[src/rtl/hdub_core_logic_gate_pkg.sv]
// Shared op encoding for the logic gate datapath and everything that issues into it.
package hdub_core_logic_gate;

  localparam int GATE_OP_W = 2;

  // Code 2'd3 is deliberately left unassigned; the arbiter flags it as an error.
  typedef enum logic [GATE_OP_W-1:0] {
    GATE_AND = 2'd0,
    GATE_OR  = 2'd1,
    GATE_XOR = 2'd2
  } gate_op_t;

endpackage

[src/rtl/hdub_core_logic_bin_gate_factory.sv]
// One bitwise binary gate whose function is fixed at elaboration time by GATE_TYPE.
module HDubCoreLogicBinGateFactory
  import hdub_core_logic_gate::*;
#(
  parameter gate_op_t GATE_TYPE = GATE_AND,
  parameter int       DATA_W    = 32
) (
  input  logic [DATA_W-1:0] a,
  input  logic [DATA_W-1:0] b,
  output logic [DATA_W-1:0] y
);

  always_comb begin
    case (GATE_TYPE)
      GATE_AND: y = a & b;
      GATE_OR:  y = a | b;
      GATE_XOR: y = a ^ b;
      default:  y = '0;
    endcase
  end

endmodule

[src/rtl/hdub_core_logic_rr_arbiter.sv]
// Round-robin arbiter: one-hot grant plus index, searching from rr_ptr upward with wrap.
module hdub_core_logic_rr_arbiter #(
  parameter int NUM_REQ = 4,
  parameter int IDX_W   = $clog2(NUM_REQ)
) (
  input  logic               clk,
  input  logic               rst,
  input  logic [NUM_REQ-1:0] req,
  input  logic               advance,
  output logic [NUM_REQ-1:0] grant,
  output logic [IDX_W-1:0]   grant_idx,
  output logic               grant_any
);

  logic [IDX_W-1:0] rr_ptr;

  always_comb begin
    grant     = '0;
    grant_idx = '0;
    grant_any = 1'b0;
    for (int k = 0; k < NUM_REQ; k++) begin
      int idx;
      idx = int'(rr_ptr) + k;
      if (idx >= NUM_REQ) idx = idx - NUM_REQ;
      if (!grant_any && req[idx]) begin
        grant_any  = 1'b1;
        grant_idx  = IDX_W'(idx);
        grant[idx] = 1'b1;
      end
    end
  end

  // Explicit wrap so a non-power-of-two NUM_REQ never leaves an out-of-range pointer.
  always_ff @(posedge clk) begin
    if (rst) begin
      rr_ptr <= '0;
    end else if (advance) begin
      rr_ptr <= (grant_idx == IDX_W'(NUM_REQ - 1)) ? '0 : grant_idx + 1'b1;
    end
  end

endmodule

[src/rtl/hdub_core_logic_gate_arbiter.sv]
// Shares one AND/OR/XOR unit among NUM_REQ requesters with round-robin issue and a
// single registered result slot. Handshake: a beat moves when valid && ready are both high.
module hdub_core_logic_gate_arbiter
  import hdub_core_logic_gate::*;
#(
  parameter  int NUM_REQ = 4,
  parameter  int DATA_W  = 32,
  localparam int ID_W    = $clog2(NUM_REQ)
) (
  input  logic                              clk,
  input  logic                              rst,
  input  logic [NUM_REQ-1:0]                req_valid,
  output logic [NUM_REQ-1:0]                req_ready,
  input  logic [NUM_REQ-1:0][GATE_OP_W-1:0] req_op,
  input  logic [NUM_REQ-1:0][DATA_W-1:0]    req_a,
  input  logic [NUM_REQ-1:0][DATA_W-1:0]    req_b,
  output logic                              res_valid,
  input  logic                              res_ready,
  output logic [DATA_W-1:0]                 res_data,
  output logic [ID_W-1:0]                   res_id,
  output logic                              res_err
);

  logic [NUM_REQ-1:0]   grant;
  logic [ID_W-1:0]      grant_idx;
  logic                 grant_any;
  logic                 can_issue;
  logic                 transfer;
  logic [GATE_OP_W-1:0] sel_op;
  logic [DATA_W-1:0]    sel_a, sel_b;
  logic [DATA_W-1:0]    and_y, or_y, xor_y;
  logic [DATA_W-1:0]    nxt_data;
  logic                 nxt_err;

  hdub_core_logic_rr_arbiter #(.NUM_REQ(NUM_REQ), .IDX_W(ID_W)) u_rr (
    .clk       (clk),
    .rst       (rst),
    .req       (req_valid),
    .advance   (transfer),
    .grant     (grant),
    .grant_idx (grant_idx),
    .grant_any (grant_any)
  );

  // The slot may refill in the same cycle it drains, so back-to-back results have no bubble.
  assign can_issue = !res_valid || res_ready;
  assign req_ready = (can_issue && !rst) ? grant : '0;
  assign transfer  = grant_any && can_issue && !rst;

  assign sel_op = req_op[grant_idx];
  assign sel_a  = req_a[grant_idx];
  assign sel_b  = req_b[grant_idx];

  HDubCoreLogicBinGateFactory #(.GATE_TYPE(GATE_AND), .DATA_W(DATA_W)) u_and (.a(sel_a), .b(sel_b), .y(and_y));
  HDubCoreLogicBinGateFactory #(.GATE_TYPE(GATE_OR),  .DATA_W(DATA_W)) u_or  (.a(sel_a), .b(sel_b), .y(or_y));
  HDubCoreLogicBinGateFactory #(.GATE_TYPE(GATE_XOR), .DATA_W(DATA_W)) u_xor (.a(sel_a), .b(sel_b), .y(xor_y));

  always_comb begin
    nxt_data = '0;
    nxt_err  = 1'b0;
    case (sel_op)
      GATE_AND: nxt_data = and_y;
      GATE_OR:  nxt_data = or_y;
      GATE_XOR: nxt_data = xor_y;
      default:  nxt_err  = 1'b1;
    endcase
  end

  always_ff @(posedge clk) begin
    if (rst) begin
      res_valid <= 1'b0;
      res_data  <= '0;
      res_id    <= '0;
      res_err   <= 1'b0;
    end else if (transfer) begin
      res_valid <= 1'b1;
      res_data  <= nxt_data;
      res_id    <= grant_idx;
      res_err   <= nxt_err;
    end else if (res_ready) begin
      res_valid <= 1'b0;
    end
  end

endmodule

[config.mk]
export PLATFORM = sky130hd
export DESIGN_NAME = hdub_core_logic_gate_arbiter
export DESIGN_NICKNAME = d
export VERILOG_FILES = /design/src/rtl/hdub_core_logic_gate_pkg.sv /design/src/rtl/hdub_core_logic_bin_gate_factory.sv /design/src/rtl/hdub_core_logic_rr_arbiter.sv /design/src/rtl/hdub_core_logic_gate_arbiter.sv
export SDC_FILE = /design/constraint.sdc
export NUM_CORES = 1
export LEC_CHECK = 0
export ABC_AREA = 1
export BUFFER_PORTS_ARGS = -buffer_cell sky130_fd_sc_hd__buf_2
export CAP_MARGIN = 20
export CORE_MARGIN = 2
export CORE_UTILIZATION = 44
export CTS_BUF_LIST = sky130_fd_sc_hd__clkbuf_2 sky130_fd_sc_hd__clkbuf_4 sky130_fd_sc_hd__clkbuf_8
export CTS_CLUSTER_DIAMETER = 50
export DETAILED_ROUTE_END_ITERATION = 8
export PLACE_DENSITY = 0.91
export SETUP_SLACK_MARGIN = 0.3
export SLEW_MARGIN = 20
export SYNTH_ARGS = -nofsm -noshare
export SYNTH_HDL_FRONTEND = slang
export SYNTH_SLANG_ARGS = --single-unit
[constraint.sdc]
create_clock -name clk -period 2.74 [get_ports clk]
set_input_delay 0.274 -clock clk [delete_from_list [all_inputs] [get_ports clk]]
set_output_delay 0.274 -clock clk [all_outputs]
set_load 0.02 [all_outputs]
## Word level (Yosys, flattened, before mapping)

Index checks and enable logic that the tools add are counted.

- Output and inout bits: 40
- Input port bits: 271
- Flip-flop bits (word level): 38

- Bitwise gates (word level): 6
- $add $sub $neg: 8
- Order comparisons: 13
- Muxes and demuxes: 48
- Equality and inequality tests: 3
- Reduce and logical (&&, ||, !) cells: 19

Operators with widths:

| operator | count |
|---|---|
| two-way mux 32 bit | 6 |
| binary-select mux 32 bit (select 2 bit) | 2 |
| greater-or-equal comparator 32 x 1 -> 1 bit (second input constant) | 4 |
| < comparator 32 x 4 -> 1 bit (second input constant) | 4 |
| greater-or-equal comparator 32 x 4 -> 1 bit (second input constant) | 3 |
| case mux 32 bit (3 select lines) | 1 |
| subtractor 32 x 4 -> 32 bit (second input constant) | 3 |
| AND 32 bit | 1 |
| bitwise OR 32 bit | 1 |
| XOR 32 bit | 1 |
| two-way mux 4 bit | 5 |
| two-way mux 1 bit | 19 |
| two-way mux 2 bit | 6 |
| bitwise OR 4 bit | 3 |
| logical AND 1 bit | 10 |
| binary-select mux 1 bit (select 2 bit) | 4 |
| demux 1 bit (select 2 bit) | 4 |
| adder 2 x 2 -> 3 bit (second input constant) | 2 |
| zero test 1 bit | 5 |
| binary-select mux 2 bit (select 2 bit) | 1 |
| equality test 2 bit (second input constant) | 2 |
| subtractor 2 x 3 -> 4 bit (second input constant) | 1 |
| adder 2 x 1 -> 3 bit (second input constant) | 1 |
| greater-or-equal comparator 2 x 3 -> 1 bit (second input constant) | 1 |
| 7 further kinds | 7 |

## Logic depth before layout (Yosys ltp)

- Word-level depth: 20
- Depth in mapped cells: 21
- Gate-level depth less buffers: 18

## Modules after synthesis

Synthesis repeated with hierarchy kept, for this count alone.

- Cell total of the unflattened synthesis: 1115
- Area total of the unflattened synthesis: 5729.2 µm²

Modules (own cells, without submodules):

| module | seq. area each (µm²) | times used | cells an instance | area each (µm²) |
|---|---|---|---|---|
| hdub_core_logic_gate_arbiter | 720.7 | 1 | 708 | 3935.0 |
| HDubCoreLogicBinGateFactory (u_xor) | 0.0 | 1 | 160 | 600.6 |
| hdub_core_logic_rr_arbiter | 40.0 | 1 | 87 | 593.1 |
| HDubCoreLogicBinGateFactory (u_or) | 0.0 | 1 | 96 | 360.3 |
| HDubCoreLogicBinGateFactory (u_and) | 0.0 | 1 | 64 | 240.2 |

## Worst setup path before layout

No wires, ideal clock.

- Kind: reg-to-reg
- Start: register u_rr.rr_ptr[1]
- End: register res_data[22]
- Clock period less this slack: 2.972 ns
- Path slack: -0.232 ns
- Path buffers: 2
- Stages on the path, launching flop included: 20
- Library setup time: 0.136 ns
- Arrival time: 2.836 ns
- Data required time: 2.604 ns
- Path through: dfxtp_1 inv_1 ha_1 inv_1 nand3_1 nand2_1 a21oi_1 nand2_2 nand3_2 inv_1 buf_4 buf_2 or2_0 a32oi_1 inv_1 ha_1 nand3_1 nand3_1 nand2_1 a21oi_2

- Longest elaborated chain between the ends: 19
- Elaborated cells on any way between the ends: 56
- Classes of those cells: 7 x add/sub; 4 x order compare; 2 x eq/ne; 31 x mux; 3 x bitwise; 9 x reduce/logical

Ends and longest elaborated chain:

| item | RTL line | RTL |
|---|---|---|
| from (decl) | hdub_core_logic_rr_arbiter.sv:15 | `logic [IDX_W-1:0] rr_ptr;` |
| from (signal assigned) | hdub_core_logic_rr_arbiter.sv:38 | `rr_ptr <= (grant_idx == IDX_W'(NUM_REQ - 1)) ? '0 : grant_idx + 1'b1;` |
| branches (longest 19 deep; another with subtractor 32 x 4 -> 32 bit) | - |  |
| to (signal assigned) | hdub_core_logic_gate_arbiter.sv:77 | `res_data <= nxt_data;` |
| to (decl) | hdub_core_logic_gate_arbiter.sv:19 | `output logic [DATA_W-1:0] res_data,` |

Several ways; the timed one is not identified. The select of a mux whose other input is x is not followed.
A chain may end at the register's enable or synchronous reset.

## Final worst setup path

- Start: register u_rr.rr_ptr[0]
- End: register res_data[2]

Same word-level chain as after synthesis.

==> results_dict.tcl <==
set metrics [dict create \
    status "complete, but fails checks" \
    violations "negative setup slack" \
    cts_hold_buf 0 \
    setup-tns-final_ns -4.563 \
    hpwl_um 18730 \
    drive_above_1_share_pct 43.77 \
    synth_top_family_by_area "simple AND/OR/NAND/NOR gates" \
    htree_num_levels 2 \
    tightest_slew_ns 0.5235 \
    worstSetupEndpointType "register" \
    synthSimpleGateAreaFrac_pct 36.50 \
    slew_headroom_pct 65.10 \
    start_util_pct 44.82 \
    drcViolationCount 0 \
    grt_usage_pct 32.35 \
    clk_path_buf_depth 2 \
    core_um2 13770 \
    hold_class "input pin to register" \
    grt_overflow_total 0 \
    ys_seq_area_share_pct 12.32 \
    grt_pass1_wl_um 38660 \
    area_growth_pct 52.80 \
    fin_worst_skew_ns 0.007735 \
    synth_mux_area_share_pct 0 \
    vias 8604 \
    die_w_um 122.5 \
    period_needed_ns 2.962 \
    yosys.area.top_type "ha_1" \
    grt_pass1_vias 8186 \
    synthTopCellsByArea "ha_1 (14%), dfxtp_1 (12%), nand2_1 (12%)" \
    io_buffers 310 \
    fmax_mhz 337.6 \
    yosys_warnings 0 \
    antenna_found_initial 4 \
    firstDrtPassIters 6 \
    gp_congestion 0.9189 \
    fin_nets 1696 \
    io_pins 311 \
    synth_cells 987 \
    die_y_um 122.5 \
    utilization_pct 68.49 \
    root_buffer "clkbuf_8" \
    synth_seq_cells 38 \
    crit_fanout 7 \
    fin_crit_sh_pct 108.1 \
    clock-sinks 38 \
    avgSynthCellArea_um2 6.255 \
    crit_required_ns 2.90 \
    synthAdderAreaFrac_pct 13.98 \
    worstSkewPairLatency_ns 0.29 \
    cts_buffers 5 \
    hold_violations 0 \
    path_class "register to register" \
    avgRoutedWirePerCell_um 16.92 \
    critical_path_arrival_ns 3.13 \
    drtIter0Drc 699 \
    vias_per_cell 5.580 \
    finalMaxSlewViolations 0 \
    cts_tree "built" \
    synthesis.area_um2 6173 \
    rsz0062_at_grt "true" \
    fin_ws_ns -0.2223 \
    synthDistinctLibCells 36 \
    cap_viol_max_count 0 \
    grt_max_degree 51 \
    rows 43 \
    clkSlewWorstSetupHoldPaths_ns 0.08 \
    synth_top_area_share_pct 13.98 \
    cp-start-kind "register" \
    wirelength_um 26090 \
    ant_nets 0 \
    synth_compound_area_share_pct 21.08 \
    synthXorXnorAreaFrac_pct 0 \
    dieArea_um2 14990 \
    syn-num-nets 1327 \
    setup_viol 32 \
]
[cell type report]
class,instances,area [µm²]
multi-input cells,721,4890
fillers,1050,4340
repair buffers,434,2836
flip-flops and latches,38,765.7
inverters,156,608.1
well taps,180,225.2
clock buffers,7,90.09
diodes,5,12.51
clock inverters,1,5.005
[placed cells by master (no fill, tap or decap), drive strengths merged, types with 3 or more instances in the layout]
| master | synthesis | routed |
|---|---|---|
| o22ai | 3 | 3 |
| nand4 | 8 | 8 |
| dfxtp | 38 | 38 |
| nand3b | 5 | 5 |
| nand2 | 213 | 213 |
| a32oi | 64 | 64 |
| ha | 69 | 69 |
| clkbuf | 30 | 11 |
| buf | 42 | 430 |
| nor2 | 40 | 40 |
| o21ai | 6 | 6 |
| nand3 | 142 | 142 |
| inv | 155 | 155 |
| o21a | 31 | 31 |
| a21oi | 75 | 75 |
| diode | 0 | 5 |
| or2 | 62 | 62 |
[critical path, cell delays in order, from the launching register on]
cell and delay (ns):
dfxtp_4 0.39, inv_8 0.04, ha_4 0.30, buf_4 0.13, nand2_2 0.06, nand2_2 0.08
inv_2 0.06, nand3_4 0.09, nand3_4 0.13, buf_4 0.18, clkbuf_16 0.15, or2_2 0.27
a32oi_2 0.20, buf_4 0.14, ha_1 0.14, inv_1 0.07, nand3_1 0.10, nand3_1 0.11
nand2_1 0.14, a21oi_2 0.06
[state kept, by name, indices dropped and copies added (netlist names)]
signal       flops
res_valid        1
res_data        32
res_err          1
u_rr.rr_ptr      2
res_id           2
[cells in the mapped netlist (all sizes together)]
cell type,n
or2,62
dfxtp,38
o22ai,3
nor2,40
o21a,31
a32oi,64
o21ai,6
clkinv,1
ha,69
inv,155
clkbuf,30
o221ai,1
nand4,8
a21boi,1
nand3b,5
a22oi,1
buf,42
nand3,142
nand2,213
a21oi,75
[kinds of logic (layout without fill, tap and decap cells)]
family,count (synthesis),after routing
other cells,0,5
simple gates,470,470
flops,38,38
fa+ha+maj,69,69
buf+inv,228,598
compound gates,182,182
[routing by layer]
metal	GRT usage, %	routed length [µm]
met5	0	0
met3	6.831	2398
met2	57.05	12440
met1	38.05	9916
met4	12.86	1331
[repair_timing]
action,4_1_cts,5_1_grt
pin swaps,22,20
setup endpoints to repair,33,38
gates cloned,1,4
setup buffers,7,5
resized for setup,64,43
[through the flow]
step / cell area (µm²) / std cells / hold WS, ns / worst slack [ns]
3_5_place_dp: 8579 / 1512 / 0.4545 / -0.3143
6_report: 9433 / 1542 / 0.3418 / -0.2223
2_1_floorplan: 6294 / 987 / 0.5262 / -0.04329
3_3_place_gp: 8579 / 1512 / 0.4501 / -0.2168
5_1_grt: 9430 / 1541 / 0.3932 / -0.3820
4_1_cts: 9084 / 1528 / 0.3291 / -0.1072
[worst paths after layout]
path	start	endpoint	slack [ns]	cells after the start
max	u_rr.rr_ptr[0]	res_data[2]	-0.22	19
min	res_ready	res_valid	0.34	4
max reg2reg	u_rr.rr_ptr[0]	res_data[2]	-0.22	19
min reg2reg	res_data[18]	res_data[18]	0.46	2
Power is not shown: default switching activity piles up to over one toggle a cycle in this logic, so the estimate is an artifact.
